===== src/rtl/cpu_step_pkg.sv =====
// Shared state encodings and mode constants for the CPU run/step controller.
package cpu_step_pkg;

  typedef enum logic [2:0] {
    S_IDLE = 3'd0,
    S_SLOW = 3'd1,
    S_FULL = 3'd2,
    S_STEP = 3'd3,
    S_DONE = 3'd4
  } state_t;

  localparam logic [1:0] MODE_HALT = 2'b00;
  localparam logic [1:0] MODE_SLOW = 2'b01;
  localparam logic [1:0] MODE_FULL = 2'b10;
  localparam logic [1:0] MODE_STEP = 2'b11;

  // Running state that a given mode selects; halt maps back to idle.
  function automatic state_t mode_to_state(input logic [1:0] mode);
    case (mode)
      MODE_SLOW: mode_to_state = S_SLOW;
      MODE_FULL: mode_to_state = S_FULL;
      MODE_STEP: mode_to_state = S_STEP;
      default:   mode_to_state = S_IDLE;
    endcase
  endfunction

endpackage


===== src/rtl/cpu_step_ctrl_btn_debounce.sv =====
// Push-button conditioner: 2-flop synchronizer, stable-level debounce counter
// and rising-edge detect on the accepted level.
module btn_debounce #(
  parameter int DEBOUNCE_CYCLES = 1000000,
  parameter int DB_W            = 20
) (
  input  logic clk,
  input  logic rst,
  input  logic raw,
  output logic db_level,
  output logic db_rise
);

  logic            sync_q1;
  logic            sync_q2;
  logic            db_level_d;
  logic [DB_W-1:0] cnt;

  always_ff @(posedge clk or posedge rst) begin
    if (rst) begin
      sync_q1 <= 1'b0;
      sync_q2 <= 1'b0;
    end else begin
      sync_q1 <= raw;
      sync_q2 <= sync_q1;
    end
  end

  // The level is accepted only after it has differed for DEBOUNCE_CYCLES in a row.
  always_ff @(posedge clk or posedge rst) begin
    if (rst) begin
      cnt        <= '0;
      db_level   <= 1'b0;
      db_level_d <= 1'b0;
    end else begin
      db_level_d <= db_level;
      if (sync_q2 == db_level) begin
        cnt <= '0;
      end else if (cnt == DB_W'(DEBOUNCE_CYCLES - 1)) begin
        db_level <= sync_q2;
        cnt      <= '0;
      end else begin
        cnt <= cnt + DB_W'(1);
      end
    end
  end

  assign db_rise = db_level & ~db_level_d;

endmodule


===== src/rtl/cpu_step_ctrl.sv =====
// Run/step controller: turns slow tick, debounced button and mode select into
// a single-cycle CPU clock-enable in the clk domain, and counts enabled cycles.
module cpu_step_ctrl
  import cpu_step_pkg::*;
#(
  parameter int DEBOUNCE_CYCLES = 1000000,
  parameter int DB_W            = 20
) (
  input  logic        clk,
  input  logic        rst,
  input  logic        slow_tick_in,
  input  logic        step_btn,
  input  logic [1:0]  mode,
  input  logic        cpu_halted,
  output logic        cpu_en,
  output logic [15:0] step_count,
  output logic [2:0]  ctrl_state
);

  state_t state;
  state_t next_state;
  logic   tick_d;
  logic   tick_rise;
  logic   btn_level;
  logic   btn_edge;
  logic   btn_rise;
  logic   en_next;

  btn_debounce #(
    .DEBOUNCE_CYCLES(DEBOUNCE_CYCLES),
    .DB_W           (DB_W)
  ) u_btn_debounce (
    .clk     (clk),
    .rst     (rst),
    .raw     (step_btn),
    .db_level(btn_level),
    .db_rise (btn_edge)
  );

  assign btn_rise  = btn_edge & btn_level;
  assign tick_rise = slow_tick_in & ~tick_d;

  always_ff @(posedge clk or posedge rst) begin
    if (rst) begin
      state      <= S_IDLE;
      tick_d     <= 1'b0;
      cpu_en     <= 1'b0;
      step_count <= '0;
    end else begin
      state  <= next_state;
      tick_d <= slow_tick_in;
      cpu_en <= en_next;
      if (cpu_en) step_count <= step_count + 16'd1;
    end
  end

  always_comb begin
    next_state = state;
    en_next    = 1'b0;
    case (state)
      S_IDLE: next_state = mode_to_state(mode);
      S_SLOW, S_FULL, S_STEP: begin
        if (cpu_halted) next_state = S_DONE;
        else            next_state = mode_to_state(mode);
      end
      S_DONE: if (mode == MODE_HALT) next_state = S_IDLE;
      default: next_state = S_IDLE;
    endcase

    case (state)
      S_SLOW:  en_next = tick_rise;
      S_FULL:  en_next = 1'b1;
      S_STEP:  en_next = btn_rise;
      default: en_next = 1'b0;
    endcase
    // A transition cycle or a halted CPU never gets an enable.
    if (cpu_halted || (next_state != state)) en_next = 1'b0;
  end

  assign ctrl_state = state;

endmodule


===== config.mk =====
export PLATFORM = sky130hd
export DESIGN_NAME = cpu_step_ctrl
export DESIGN_NICKNAME = d
export VERILOG_FILES = /design/src/rtl/cpu_step_pkg.sv /design/src/rtl/cpu_step_ctrl_btn_debounce.sv /design/src/rtl/cpu_step_ctrl.sv
export SDC_FILE = /design/constraint.sdc
export NUM_CORES = 1
export LEC_CHECK = 0
export ABC_AREA = 1
export BUFFER_PORTS_ARGS = -buffer_cell sky130_fd_sc_hd__buf_2
export CORE_ASPECT_RATIO = 0.5
export CORE_MARGIN = 3
export CORE_UTILIZATION = 40
export CTS_BUF_LIST = sky130_fd_sc_hd__clkbuf_2
export CTS_CLUSTER_SIZE = 16
export DETAILED_ROUTE_END_ITERATION = 16
export GPL_ROUTABILITY_DRIVEN = 0
export SYNTH_ARGS = -nofsm -noshare
export SYNTH_HDL_FRONTEND = slang
export SYNTH_SLANG_ARGS = --single-unit

===== constraint.sdc =====
create_clock -name clk -period 2.86 [get_ports clk]
set_input_delay 0.286 -clock clk [delete_from_list [all_inputs] [get_ports clk]]
set_output_delay 0.286 -clock clk [all_outputs]
set_load 0.01 [all_outputs]

==> summary.md <==
| Metric | Value |
|---|---|
| Shortest period the worst path allows | `1.53 ns` |
| First-pass GRT wire length | `7810 um` |
| DIE HEIGHT | `59.3 um` |
| Share of cells above drive strength 1 | `0.156` |
| FP Rows | `18` |
| Worst-margin pin slew | `between 0.7 and 0.8 ns` |
| Worst Slack Setup Final | `1.33 ns` |
| DP Area | `~0.0025 mm2` |
| Asr flop ratio synth | `1.00` |
| Worst path buffer plus inverter count | `0` |
| Final wirelength | `4470 um` |
| Final Cycle Share | `0.534` |
| Sequential area share after synthesis | `0.496` |
| Mapped Nets | `around 290` |
| H-tree depth | `2` |
| Vias in the first global route | `about 1700` |
| Classification of the worst setup path | `register to register` |
| Util after Layout | `0.495` |
| Placed cell count | `~370` |
| Leak | `1.28 nW` |
| Max Freq | `655 MHz` |
| Pwr Density | `443 mW/mm2` |
| Outcome | `complete, no violations` |
| Synthesis-stage register bit count | `45` |
| Wire length per cell | `11.6 um` |
| CTS root buf | `clkbuf_2` |
| IO Pins | `27` |
| IR Drop Worst-Case VDD | `0.321 mV` |
| Total CTS buffers | `5` |
| Number of routed nets with antenna violations | `0` |
| Min-delay worst type | `primary input to register` |
| Synth top cells by count | `nand2_1, nor2_1, dfrtp_1` |
| Initial Util | `0.436` |
| Slew HR | `0.525` |
| Design area | `around 0.0026 mm2` |
| Ranking of synthesized cells by area | `dfrtp_1, nand2_1, nor2_1` |
| Ys flop type | `dfrtp_1` |
| DR pass1 iterations | `4` |
| Place WS | `1.37 ns` |
| # DRC | `0` |
| Core region area | `0.00520 mm2` |
| ANT cells | `0` |
| Clk buf depth | `2` |
| Antenna violations before repair | `0` |
| Largest net degree at the start of global routing | `27` |
| Startpoint types | `register` |
| Worst EP arrival | `1.84 ns` |
| Slew Viols, Final | `0` |
| Largest fanout on the critical path | `7` |
| Setup TNS | `0 ns` |
| # setup viols final | `0` |
| CTS tree | `yes` |
| CP Cell Sequence | `ha_1 -> nand2_1 -> nor2_1 -> nand3b_1 -> nand2_1 -> nor3_1` |
| Mean Syn Cell Area | `8.22 um2` |
| Yosys Warn Count | `0` |
| Vias | `about 1800` |
| Final Hold Vio Count | `0` |
| Nets@finish | `about 320` |
| Total gr overflow | `0` |
| Clock Sinks | `45` |
| I/O Buffers | `26` |
| Total power draw | `1.14 mW` |
| Hold path cells | `3` |
| Total track usage | `0.146` |
| CP top delay family | `simple AND/OR/NAND/NOR gates` |
| PostCTS Resize Cnt | `0` |
| Die ar. | `0.00667 mm2` |
| Die W | `between 100 and 150 um` |
| Req. time, crit path | `3.18 ns` |
| Unrepaired setup endpoints after global routing | `no` |
| DR vias/cell | `4.65` |
| Critical path depth in cells | `6` |
| Mapped Area | `0.00227 mm2` |
| DR iter-0 viols | `143` |
| Post-synth EDFFs | `0` |
| Synth unique cells | `25` |
| Top cell type's share of synthesized area | `0.496` |
| Critical Path Most Common Cell | `nand2_1` |
| Hpwl dp | `around 3300 um` |
| Most frequent cell after synthesis | `nand2_1` |
| Register-to-Register Path Depth | `6` |
| WHS | `about 0.13 ns` |
| Mapped Cells | `276` |
| CP max stage delay | `0.43 ns` |
| Biggest area consumer among synthesized cells | `dfrtp_1` |
| # Post-CTS Setup Buffers | `0` |
| Clock skew | `0.0170 ns` |
| Worst Setup End Kind | `register` |
| Area growth syn-to-layout | `13.5%` |
| Final cell count without fillers | `384` |
| Clock slew at reported path FFs | `0.25 ns` |
| CP max stage cell | `dfrtp_1` |
| Number of max-cap violations | `0` |
| Skew-Pair Late Insertion Delay | `0.41 ns` |
timing repair:
| action | in CTS | in global routing |
|---|---|---|
| hold buffers | 3 | 0 |
| hold endpoints to repair | 21 | 0 |
| endpoints found under the setup margin | 0 | 0 |
state kept, by name, summed over array words and instances (netlist names):
signal,count
cpu_en,1
ctrl_state,3
step_count,16
tick_d,1
u_btn_debounce.cnt,20
u_btn_debounce.db_level,1
u_btn_debounce.db_level_d,1
u_btn_debounce.sync_q1,1
u_btn_debounce.sync_q2,1
cells by family after synthesis:
family	count (synthesis)	synth area share
buffers and inverters	34	0.0568
multiplexers	1	0.00496
flip-flops	45	0.496
XOR/XNOR	22	0.0849
AO/OA/AOI/OAI	12	0.0292
adder cells (fa/ha/maj)	2	0.0110
AND/OR/NAND/NOR	160	0.317
cell usage in the layout (no fill, tap or decap), types with 2 or more instances in the layout:
master and n:
clkinv_4 2, nand3_1 13, clkbuf_2 5, ha_1 2, nor2_4 2, xnor2_1 5
buf_2 26, buf_4 2, dfrtp_1 45, inv_1 32, a21oi_1 6, nand2_1 63
dlygate4sd3_1 3, xor2_1 17, nand2_2 3, nor3_1 5, nor2_1 58, nor2_2 4
o21ai_0 4, nand4_1 3, nand3b_1 4
tightest hold or removal path, cell delays in order:
cell and delay, ns:
buf_2 0.11, nand2_1 0.09, nor2_1 0.05
power by group:
| group | internal (mW) | switching [mW] |
|---|---|---|
| clock network | 0.0627 | 0.218 |
| logic | 0.0618 | 0.0902 |
| registers | 0.672 | 0.0364 |
| total | 0.796 | 0.344 |
routing by layer:
layer	up-vias	share of wire	GRT usage
li1	929	-	-
met1	810	0.50	0.189
met2	37	0.45	0.250
met3	8	0.038	0.0367
met4	0	0.0089	0.0377
met5	-	0	0
area by class of cell:
type,count,area [um2]
inverters,33,124
repair buffers,31,175
clock buffers,5,25.0
well taps,70,87.6
fillers,510,2630
flip-flops and latches,45,1130
clock inverters,3,22.5
multi-input cells,197,1010
path summary, 6_finish.rpt:
| path | startpoint | end | slack, ns |
|---|---|---|---|
| worst max-delay path | u_btn_debounce.cnt[0] | u_btn_debounce.cnt[5] | 1.33 |
| worst min-delay path | mode[0] | ctrl_state[0] | 0.13 |
| worst max register to register | u_btn_debounce.cnt[0] | u_btn_debounce.cnt[5] | 1.33 |
| worst min register to register | u_btn_debounce.sync_q1 | u_btn_debounce.sync_q2 | 0.38 |
| max in group asynchronous | rst | u_btn_debounce.cnt[10] | 1.72 |
| min in group asynchronous | rst | step_count[15] | 0.40 |
Note: power is estimated with default switching activity, not from simulation.
